### config.mk
export PLATFORM = sky130hd
export DESIGN_NAME = mem_port_arbiter_flat
export DESIGN_NICKNAME = d
export VERILOG_FILES = /design/src/rtl/rv32_mem_pkg.sv /design/src/rtl/mem_port_arbiter_if.sv /design/src/rtl/mem_arb_pick.sv /design/src/rtl/mem_port_arbiter.sv /design/src/flat_wrapper.sv
export SDC_FILE = /design/constraint.sdc
export NUM_CORES = 1
export LEC_CHECK = 0
export CAP_MARGIN = 20
export CORE_MARGIN = 4
export CORE_UTILIZATION = 25
export CTS_CLUSTER_DIAMETER = 60
export DETAILED_ROUTE_END_ITERATION = 10
export SYNTH_ARGS = -nofsm -noshare
export SYNTH_HDL_FRONTEND = slang
export SYNTH_SLANG_ARGS = --single-unit
### constraint.sdc
create_clock -name clk -period 4.55 [get_ports clk]
set_input_delay 0.91 -clock clk [delete_from_list [all_inputs] [get_ports clk]]
set_output_delay 0.91 -clock clk [all_outputs]
set_load 0.05 [all_outputs]
### src/rtl/rv32_mem_pkg.sv
// Shared types and defaults for the RV32 instruction/data memory-port arbiter.
package rv32_mem_pkg;

    localparam int ADDR_W_DEF = 32;
    localparam int DATA_W_DEF = 32;
    localparam logic [3:0] BE_FULL = 4'hF;

    typedef enum logic [1:0] {
        IDLE   = 2'd0,
        I_BUSY = 2'd1,
        D_BUSY = 2'd2
    } arbState_t;

endpackage

### src/rtl/mem_port_arbiter_if.sv
// Requester (fetch/data) and memory-side signals of the arbiter, grouped as one bundle.
interface mem_port_arbiter_if
    import rv32_mem_pkg::*;
#(
    parameter int ADDR_W = ADDR_W_DEF,
    parameter int DATA_W = DATA_W_DEF
) ();

    // Handshake: IReq/DReq are held with stable payload until the matching one-cycle
    // IReady/DReady strobe; MemReq is held with stable payload until MemAck (one cycle,
    // only while MemReq=1) or until the arbiter aborts on timeout.
    logic              IReq;
    logic [ADDR_W-1:0] IAddr;
    logic              IReady;
    logic [DATA_W-1:0] IRdata;

    logic              DReq;
    logic              DWE;
    logic [ADDR_W-1:0] DAddr;
    logic [DATA_W-1:0] DWdata;
    logic [3:0]        DByteEn;
    logic              DReady;
    logic [DATA_W-1:0] DRdata;

    logic              BusErr;

    logic              MemReq;
    logic              MemWE;
    logic [ADDR_W-1:0] MemAddr;
    logic [DATA_W-1:0] MemWdata;
    logic [3:0]        MemBE;
    logic [DATA_W-1:0] MemRdata;
    logic              MemAck;

    modport slave (
        input  IReq, IAddr, DReq, DWE, DAddr, DWdata, DByteEn, MemRdata, MemAck,
        output IReady, IRdata, DReady, DRdata, BusErr,
        output MemReq, MemWE, MemAddr, MemWdata, MemBE
    );

    modport master (
        output IReq, IAddr, DReq, DWE, DAddr, DWdata, DByteEn, MemRdata, MemAck,
        input  IReady, IRdata, DReady, DRdata, BusErr,
        input  MemReq, MemWE, MemAddr, MemWdata, MemBE
    );

endinterface

### src/rtl/mem_arb_pick.sv
// Grant selection: data wins unless fetch has waited through MAX_STREAK data grants.
module mem_arb_pick #(
    parameter int MAX_STREAK = 4,
    parameter int STREAK_W   = 3
) (
    input  logic                iReq,
    input  logic                dReq,
    input  logic [STREAK_W-1:0] streak,
    output logic                grantI,
    output logic                grantD
);

    logic starved;

    assign starved = iReq && (streak == STREAK_W'(MAX_STREAK));
    assign grantD  = dReq && !starved;
    assign grantI  = iReq && !grantD;

endmodule

### src/rtl/mem_port_arbiter.sv
// Two-port (fetch/data) arbiter onto one memory port, with anti-starvation streak
// limit and an ack timeout that completes the owner with BusErr.
module mem_port_arbiter
    import rv32_mem_pkg::*;
#(
    parameter int ADDR_W     = ADDR_W_DEF,
    parameter int DATA_W     = DATA_W_DEF,
    parameter int MAX_STREAK = 4,
    parameter int TIMEOUT    = 255
) (
    input  logic                    clk,
    input  logic                    rst_n,
    mem_port_arbiter_if.slave       bus,
    output arbState_t               dbgState,
    output logic [7:0]              dbgStreak
);

    localparam int STREAK_W = $clog2(MAX_STREAK + 1);
    localparam int TMO_W    = $clog2(TIMEOUT + 1);

    arbState_t           state;
    arbState_t           stateNext;
    logic [STREAK_W-1:0] streak;
    logic [TMO_W-1:0]    tmoCnt;
    logic                grantI;
    logic                grantD;
    logic                ackHit;
    logic                tmoHit;
    logic                done;

    logic                memReq;
    logic                memWE;
    logic [ADDR_W-1:0]   memAddr;
    logic [DATA_W-1:0]   memWdata;
    logic [3:0]          memBE;

    mem_arb_pick #(
        .MAX_STREAK (MAX_STREAK),
        .STREAK_W   (STREAK_W)
    ) uPick (
        .iReq   (bus.IReq),
        .dReq   (bus.DReq),
        .streak (streak),
        .grantI (grantI),
        .grantD (grantD)
    );

    // An ack landing on the final timeout cycle takes precedence over the abort.
    assign ackHit = (state != IDLE) && bus.MemAck;
    assign tmoHit = (state != IDLE) && !bus.MemAck && (tmoCnt == TMO_W'(TIMEOUT - 1));
    assign done   = ackHit || tmoHit;

    always_ff @(posedge clk or negedge rst_n) begin
        if (!rst_n) begin
            state <= IDLE;
        end else begin
            state <= stateNext;
        end
    end

    always_comb begin
        stateNext  = state;
        bus.IReady = 1'b0;
        bus.IRdata = '0;
        bus.DReady = 1'b0;
        bus.DRdata = '0;
        bus.BusErr = tmoHit;
        case (state)
            IDLE: begin
                if (grantD) begin
                    stateNext = D_BUSY;
                end else if (grantI) begin
                    stateNext = I_BUSY;
                end
            end
            I_BUSY: begin
                bus.IReady = done;
                bus.IRdata = ackHit ? bus.MemRdata : '0;
                if (done) stateNext = IDLE;
            end
            D_BUSY: begin
                bus.DReady = done;
                bus.DRdata = ackHit ? bus.MemRdata : '0;
                if (done) stateNext = IDLE;
            end
            default: stateNext = IDLE;
        endcase
    end

    // Memory-side fields are captured only at grant, so requester changes while busy are ignored.
    always_ff @(posedge clk or negedge rst_n) begin
        if (!rst_n) begin
            memReq   <= 1'b0;
            memWE    <= 1'b0;
            memAddr  <= '0;
            memWdata <= '0;
            memBE    <= '0;
            streak   <= '0;
            tmoCnt   <= '0;
        end else if (state == IDLE) begin
            tmoCnt <= '0;
            if (grantD) begin
                memReq   <= 1'b1;
                memWE    <= bus.DWE;
                memAddr  <= bus.DAddr;
                memWdata <= bus.DWdata;
                memBE    <= bus.DByteEn;
                if (bus.IReq && (streak != STREAK_W'(MAX_STREAK))) begin
                    streak <= streak + STREAK_W'(1);
                end
            end else if (grantI) begin
                memReq   <= 1'b1;
                memWE    <= 1'b0;
                memAddr  <= bus.IAddr;
                memWdata <= '0;
                memBE    <= BE_FULL;
                streak   <= '0;
            end
        end else if (done) begin
            memReq   <= 1'b0;
            memWE    <= 1'b0;
            memAddr  <= '0;
            memWdata <= '0;
            memBE    <= '0;
        end else begin
            tmoCnt <= tmoCnt + TMO_W'(1);
        end
    end

    assign bus.MemReq   = memReq;
    assign bus.MemWE    = memWE;
    assign bus.MemAddr  = memAddr;
    assign bus.MemWdata = memWdata;
    assign bus.MemBE    = memBE;

    assign dbgState  = state;
    assign dbgStreak = 8'(streak);

endmodule

### src/flat_wrapper.sv
// flat-port wrapper written by rule: the top's interface ports become plain ports
module mem_port_arbiter_flat import rv32_mem_pkg::*;
#(
    parameter int ADDR_W     = ADDR_W_DEF,
    parameter int DATA_W     = DATA_W_DEF,
    parameter int MAX_STREAK = 4,
    parameter int TIMEOUT    = 255
)
  (clk, rst_n, dbgState, dbgStreak, bus_IReq, bus_IAddr, bus_DReq, bus_DWE, bus_DAddr, bus_DWdata, bus_DByteEn, bus_MemRdata, bus_MemAck, bus_IReady, bus_IRdata, bus_DReady, bus_DRdata, bus_BusErr, bus_MemReq, bus_MemWE, bus_MemAddr, bus_MemWdata, bus_MemBE);
  mem_port_arbiter_if #(.ADDR_W(ADDR_W), .DATA_W(DATA_W)) bus_i ();
  input  logic clk;
  input  logic rst_n;
  output arbState_t dbgState;
  output logic [7:0] dbgStreak;
  input wire logic [$bits(bus_i.IReq)-1:0] bus_IReq;
  input wire logic [$bits(bus_i.IAddr)-1:0] bus_IAddr;
  input wire logic [$bits(bus_i.DReq)-1:0] bus_DReq;
  input wire logic [$bits(bus_i.DWE)-1:0] bus_DWE;
  input wire logic [$bits(bus_i.DAddr)-1:0] bus_DAddr;
  input wire logic [$bits(bus_i.DWdata)-1:0] bus_DWdata;
  input wire logic [$bits(bus_i.DByteEn)-1:0] bus_DByteEn;
  input wire logic [$bits(bus_i.MemRdata)-1:0] bus_MemRdata;
  input wire logic [$bits(bus_i.MemAck)-1:0] bus_MemAck;
  output wire logic [$bits(bus_i.IReady)-1:0] bus_IReady;
  output wire logic [$bits(bus_i.IRdata)-1:0] bus_IRdata;
  output wire logic [$bits(bus_i.DReady)-1:0] bus_DReady;
  output wire logic [$bits(bus_i.DRdata)-1:0] bus_DRdata;
  output wire logic [$bits(bus_i.BusErr)-1:0] bus_BusErr;
  output wire logic [$bits(bus_i.MemReq)-1:0] bus_MemReq;
  output wire logic [$bits(bus_i.MemWE)-1:0] bus_MemWE;
  output wire logic [$bits(bus_i.MemAddr)-1:0] bus_MemAddr;
  output wire logic [$bits(bus_i.MemWdata)-1:0] bus_MemWdata;
  output wire logic [$bits(bus_i.MemBE)-1:0] bus_MemBE;
  assign bus_i.IReq = bus_IReq;
  assign bus_i.IAddr = bus_IAddr;
  assign bus_i.DReq = bus_DReq;
  assign bus_i.DWE = bus_DWE;
  assign bus_i.DAddr = bus_DAddr;
  assign bus_i.DWdata = bus_DWdata;
  assign bus_i.DByteEn = bus_DByteEn;
  assign bus_i.MemRdata = bus_MemRdata;
  assign bus_i.MemAck = bus_MemAck;
  assign bus_IReady = bus_i.IReady;
  assign bus_IRdata = bus_i.IRdata;
  assign bus_DReady = bus_i.DReady;
  assign bus_DRdata = bus_i.DRdata;
  assign bus_BusErr = bus_i.BusErr;
  assign bus_MemReq = bus_i.MemReq;
  assign bus_MemWE = bus_i.MemWE;
  assign bus_MemAddr = bus_i.MemAddr;
  assign bus_MemWdata = bus_i.MemWdata;
  assign bus_MemBE = bus_i.MemBE;
  mem_port_arbiter #(.ADDR_W(ADDR_W), .DATA_W(DATA_W), .MAX_STREAK(MAX_STREAK), .TIMEOUT(TIMEOUT)) u_core (.clk(clk), .rst_n(rst_n), .bus(bus_i), .dbgState(dbgState), .dbgStreak(dbgStreak));
endmodule
==> results.py, run 1 <==
metrics = {
    "synthesis": {
        "yosysWarnings": 0,
        "syn_area_mm2": 0.00470,
        "ys_seq_area_frac": 0.442,
        "async_reset_ff_frac": 1.00,
        "synth_edf_count": 0,
        "ys_seq_elements": 83,
        "ys.flop_type": "dfrtp_1",
        "syn_inst": 453,
        "synth.distinct_cells": 50,
        "avgSynthCellArea_um2": 10.4,
    },
    "power": {
        "seq_power_share": 0.236,
        "switchingPower_mw": 2.59,
        "p_per_area_mw_per_mm2": 616,
        "peakVddDrop_uv": 375,
        "switching_share": 0.492,
        "combPwrFrac": 0.619,
        "cell_internal_pwr_mw": 2.68,
        "p_clk_frac": 0.145,
        "p_leak_nw": 3.55,
    },
    "job": {
        "maxCapViolCount": 0,
    },
    "cts": {
        "htree_levels": 3,
        "cts_made_buffers": 9,
        "clkTransAtPathRegs_ns": 0.06,
        "clock-sinks": 83,
        "clock_latency_ns": 0.34,
        "cts_setup_buffers": 0,
        "cts.repair.resized": 0,
        "cts_tree": "yes",
        "root_buffer": "clkbuf_16",
        "ctsLongestPathBuffers": 2,
        "cts_hold_buf": 0,
    },
    "floorplanning": {
        "start_util": 0.258,
        "fp-row-count": 49,
        "die_w_um": 145,
        "core-area_mm2": 0.0182,
        "io_pins": 285,
        "dieArea_mm2": 0.0210,
        "die_h_um": 145,
    },
    "sta": {
        "final-hold-violation-count": 0,
        "slew_headroom": 0.520,
        "hold_slack_ns": 0.496,
        "fin_tns_setup_ns": 0,
        "finalMaxSlewViolations": 0,
        "worst_pin_slew_ns": 0.720,
        "finalSetupViolations": 0,
        "rsz0062_at_grt": "no",
        "fin_crit_ns": 3.55,
        "max_clock_freq_mhz": 282,
        "fin_skew_ns": 0.0107,
        "fin_crit_sh": 0.780,
        "layout_setup_ws_ns": 1.00,
    },
    "placement": {
        "place_hpwl_um": 13700,
        "gp_congestion": 0.826,
        "port_buffers": 279,
        "dp_slack_ns": 0.977,
    },
    "cells_and_area": {
        "n_fill_cell": 1628,
        "finalNetCount": 847,
        "drive_above_1_share": 0.191,
        "area_growth_pct": 82.3,
    },
    "routing": {
        "first_iter_violations": 277,
        "drc_errors": 0,
        "ant_nets": 0,
        "first_pass_iters": 4,
        "wl_um": 18700,
        "vias_per_cell": 5.10,
        "num_vias": 4777,
        "wl_per_cell_um": 20.0,
    },
    "worst_hold_path": {
        "hold_class": "register to register",
    },
    "critical_path": {
        "critical_path_class": "input pin to output pin",
        "arrival_ns": 2.64,
        "cp-end-kind": "output pin",
        "critPathMaxFanout": 6,
        "required_ns": 3.64,
        "startpoint_type": "input pin",
    },
    "status": {
        "status": "finished, final reports clean",
    },
    "global_route": {
        "grt_pass1_vias": 5082,
        "grt_max_degree": 84,
        "grt_pass1_wl_um": 29400,
        "grt_usage": 0.172,
        "antenna_found_initial": 1,
        "gr-total-overflow": 0,
    },
}
[state kept, by name, summed over array words and instances, names as in the netlist]
name                 count
u_core.tmoCnt            8
u_core.bus.MemReq        1
u_core.streak            3
u_core.dbgState          2
u_core.bus.MemAddr      32
u_core.bus.MemWE         1
u_core.bus.MemWdata     32
u_core.bus.MemBE         4
[layout make-up]
class	instances	area, um^2	share of cell area
Antenna cell	1	2.50	0.000292
Sequential cell	83	2080	0.243
Timing Repair Buffer	289	3530	0.412
Clock inverter	3	46.3	0.00541
Clock buffer	13	260	0.0304
Inverter	8	30.0	0.00351
Tap cell	229	287	0.0335
Multi-Input combinational cell	311	2330	0.272
[cells in the final DEF, fill, tap and decap left out, types with 3 or more instances in the layout]
cell type        count
dfrtp_1             83
clkdlybuf4s50_1    212
buf_12              64
clkbuf_16            9
o211ai_2            30
nand2_1             38
o211ai_1             3
a21oi_1              3
buf_4               11
nand4_1             33
nor3_1               3
nor2b_1              3
conb_1               5
a22o_1              35
a31oi_1              3
o2111ai_1           32
and4_1               3
nand2b_1             3
ha_1                 6
inv_1                8
nor2_1               8
o221a_2              4
and2_1              66
nand3_1              4
[Yosys cell counts, types with 2 or more instances]
cell | n | share of area
inv_1 | 8 | 0.0064
o21a_1 | 2 | 0.0032
nand2_1 | 38 | 0.030
nor2b_1 | 3 | 0.0040
o221a_2 | 4 | 0.0096
dfrtp_1 | 83 | 0.44
and2_1 | 66 | 0.088
buf_6 | 5 | 0.012
buf_2 | 12 | 0.013
clkbuf_1 | 31 | 0.025
o211ai_2 | 30 | 0.080
ha_1 | 7 | 0.019
nand4_1 | 33 | 0.044
a21oi_1 | 3 | 0.0032
and4_1 | 3 | 0.0056
nor3_1 | 3 | 0.0032
mux2_2 | 2 | 0.0048
a22o_1 | 35 | 0.065
a31oi_1 | 3 | 0.0040
nand3_1 | 4 | 0.0043
nor2_1 | 8 | 0.0064
o2111ai_1 | 32 | 0.060
o211ai_1 | 3 | 0.0048
nor2_2 | 2 | 0.0027
buf_4 | 5 | 0.0080
nand2b_1 | 3 | 0.0040
o21ai_0 | 2 | 0.0021
[worst max-delay path: stages]
cell and delay [ns]:
clkdlybuf4s50_1 0.53, nor3_1 0.33, clkdlybuf4s50_1 0.87
[cells by family after synthesis]
| kind of cell | count (synthesis) | synth area share |
|---|---|---|
| buffers and inverters | 63 | 0.0658 |
| AO/OA/AOI/OAI | 126 | 0.255 |
| AND/OR/NAND/NOR | 170 | 0.210 |
| other | 1 | 0.000798 |
| adder cells (fa/ha/maj) | 7 | 0.0186 |
| flip-flops | 83 | 0.442 |
| multiplexers | 3 | 0.00719 |
[stage by stage]
step                power [mW]  cells  area (um^2)   util
global route              5.51    937         8560  0.470
detailed placement        4.52    919         8230  0.452
global placement          4.47    918         8210  0.451
CTS                       5.31    935         8530  0.469
finish                    5.27    937         8560  0.470
floorplan                 3.30    457         4710      -
[final timing paths]
check | from | endpoint | slack, ns | cells after the start
worst min register to register | u_core.bus.MemWdata[0] | u_core.bus.MemWdata[0] | 0.50 | 1
worst max register to register | u_core.dbgState[0] | u_core.bus.MemWdata[9] | 1.88 | 7
min in group asynchronous | rst_n | u_core.bus.MemWdata[1] | 0.51 | 1
worst max-delay path | bus_MemAck | bus_BusErr | 1.00 | 3
worst min-delay path | u_core.bus.MemWdata[0] | u_core.bus.MemWdata[0] | 0.50 | 1
max in group asynchronous | rst_n | u_core.tmoCnt[6] | 3.41 | 2
[layer usage]
layer,track usage,vias to the layer above,part of all wire
met1,0.210,2348,0.41
li1,-,2181,-
met3,0.0449,16,0.070
met5,0,-,0
met2,0.303,232,0.51
met4,0.0427,0,0.013
[power groups by stage]
stage	combinational (mW)	clock [mW]	sequential, mW
floorplan	1.04	0	2.26
global placement	3.23	0	1.24
detailed placement	3.27	0	1.25
CTS	3.29	0.781	1.25
global route	3.42	0.807	1.28
finish	3.26	0.763	1.24
(Power assumes the default switching activity.)
==> inputs of run 2 (changes only) <==
==> constraint.sdc (replaced) <==
create_clock -name clk -period 3.7 [get_ports clk]
set_input_delay 0.74 -clock clk [delete_from_list [all_inputs] [get_ports clk]]
set_output_delay 0.74 -clock clk [all_outputs]
set_load 0.05 [all_outputs]
==> run 2 against run 1 <==
  * Worst setup slack lost 0.36 ns
  * Global-route usage shrank 0.24 points
  * Power grew 21%
  * Combinational power grew 23%
  * Flip-flop and latch count is the same
  * Sequential power grew 23%
  * Final area shrank 0.29%
  * Cell count grew 0.32%
  * Die area is the same
  * Critical path depth grew 4
  * Largest cell class unchanged
  * Highest routed layer unchanged
==> results.py, run 2 (synthesized netlist as in run 1, its figures left out) <==
metrics = {
    "floorplanning": {
        "dieArea_mm2": 0.0210,
        "io_pins": 285,
        "die_h_um": 145,
        "fp-row-count": 49,
        "core-area_mm2": 0.0182,
        "start_util": 0.258,
        "die_w_um": 145,
    },
    "cts": {
        "htree_levels": 3,
        "cts_setup_buffers": 0,
        "root_buffer": "clkbuf_16",
        "cts_made_buffers": 9,
        "ctsLongestPathBuffers": 2,
        "clkTransAtPathRegs_ns": 0.06,
        "clock-sinks": 83,
        "cts_tree": "yes",
        "cts.repair.resized": 0,
        "cts_hold_buf": 0,
        "clock_latency_ns": 0.33,
    },
    "global_route": {
        "grt_max_degree": 62,
        "grt_pass1_wl_um": 29300,
        "grt_pass1_vias": 5094,
        "antenna_found_initial": 0,
        "grt_usage": 0.169,
        "gr-total-overflow": 0,
    },
    "critical_path": {
        "rrSetupSlack_ns": 1.14,
        "path_cells": "inv_1 > ha_2 > nand2b_1 > nor2_2 > buf_4 > and2_1 > buf_12",
        "critical_path_class": "register to output pin",
        "cp-end-kind": "output pin",
        "slowest_stage": "ha_2",
        "critPathMaxFanout": 32,
        "required_ns": 2.96,
        "cp_top_family": "simple AND/OR/NAND/NOR gates",
        "startpoint_type": "register",
        "crit_buf_inv": 3,
        "arrival_ns": 2.32,
        "cp_slowest_stage_delay_ns": 0.54,
    },
    "power": {
        "p_clk_frac": 0.128,
        "p_per_area_mw_per_mm2": 745,
        "combPwrFrac": 0.631,
        "switching_share": 0.497,
        "seq_power_share": 0.241,
        "switchingPower_mw": 3.16,
        "peakVddDrop_uv": 465,
        "finalPower_mw": 6.36,
        "p_leak_nw": 3.54,
        "cell_internal_pwr_mw": 3.20,
    },
    "status": {
        "status": "finished, final reports clean",
    },
    "placement": {
        "place_hpwl_um": 13800,
        "port_buffers": 279,
        "gp_congestion": 0.841,
    },
    "routing": {
        "first_pass_iters": 4,
        "wl_per_cell_um": 19.4,
        "vias_per_cell": 5.02,
        "wl_um": 18300,
        "drc_errors": 0,
        "num_vias": 4718,
        "ant_nets": 0,
        "first_iter_violations": 287,
    },
    "cells_and_area": {
        "final_util": 0.469,
        "area_growth_pct": 81.8,
        "mostFrequentLayoutCell": "clkdlybuf4s50_1",
        "finalNetCount": 851,
        "mostFrequentLayoutCells": "clkdlybuf4s50_1 (211), dfrtp_1 (83), and2_1 (66)",
        "diodes": 0,
        "drive_above_1_share": 0.195,
        "n_fill_cell": 1665,
    },
    "job": {
        "maxCapViolCount": 0,
    },
    "sta": {
        "fin_skew_ns": 0.0117,
        "worst_pin_slew_ns": 0.805,
        "finalSetupViolations": 0,
        "max_clock_freq_mhz": 327,
        "hold_slack_ns": 0.498,
        "finalMaxSlewViolations": 0,
        "fin_tns_setup_ns": 0,
        "rsz0062_at_grt": "no",
        "final-hold-violation-count": 0,
        "fin_crit_ns": 3.06,
        "slew_headroom": 0.463,
        "fin_crit_sh": 0.826,
    },
    "worst_hold_path": {
        "hold_class": "input pin to async pin",
    },
}
-- run 2: worst register-to-register path, stage by stage, from the launching register on --
cell and delay [ns]:
dfrtp_1 0.41, inv_1 0.11, ha_2 0.54, nand2b_1 0.28
buf_4 0.40, o211a_4 0.53, a22o_1 0.21
-- run 2: through the flow --
stage	cell area [um^2]	cells	setup slack (ns)
3_5_place_dp	8270	924	0.708
3_3_place_gp	8260	923	0.703
5_1_grt	8540	940	0.502
4_1_cts	8540	940	0.619
6_report	8540	940	0.645
2_1_floorplan	4710	457	0.359
-- run 2: area by class of cell --
cell class | count | area [um^2] | area share
Clock buffer | 12 | 236 | 0.0277
Multi-Input combinational cell | 311 | 2330 | 0.273
Clock inverter | 4 | 27.5 | 0.00322
Sequential cell | 83 | 2080 | 0.243
Tap cell | 229 | 287 | 0.0336
Inverter | 8 | 30.0 | 0.00352
Timing Repair Buffer | 293 | 3550 | 0.416
-- run 2: layer usage --
metal / track usage / share of wire / vias to the layer above
met2: 0.295 / 0.50 / 241
met1: 0.213 / 0.42 / 2262
met5: 0 / 0 / -
met4: 0.0442 / 0.017 / 0
li1: - / - / 2193
met3: 0.0387 / 0.058 / 22
-- run 2: final timing paths --
check / from / end / depth (start not counted)
max in group asynchronous: rst_n / u_core.bus.MemWdata[18] / 2
max: u_core.dbgState[0] / bus_DRdata[0] / 7
min: rst_n / u_core.bus.MemWdata[1] / 1
min in group clk: u_core.bus.MemWdata[22] / u_core.bus.MemWdata[22] / 1
min reg2reg: u_core.bus.MemWdata[22] / u_core.bus.MemWdata[22] / 1
max reg2reg: u_core.dbgState[0] / u_core.bus.MemWdata[20] / 6
-- run 2: power groups by stage --
stage          clock network [mW]  logic [mW]  registers [mW]
6_report                    0.812        4.02            1.53
5_1_grt                     0.875        4.21            1.58
4_1_cts                     0.839        4.05            1.54
3_5_place_dp                    0        4.05            1.54
3_3_place_gp                    0        3.99            1.53
2_1_floorplan                   0        1.28            2.78
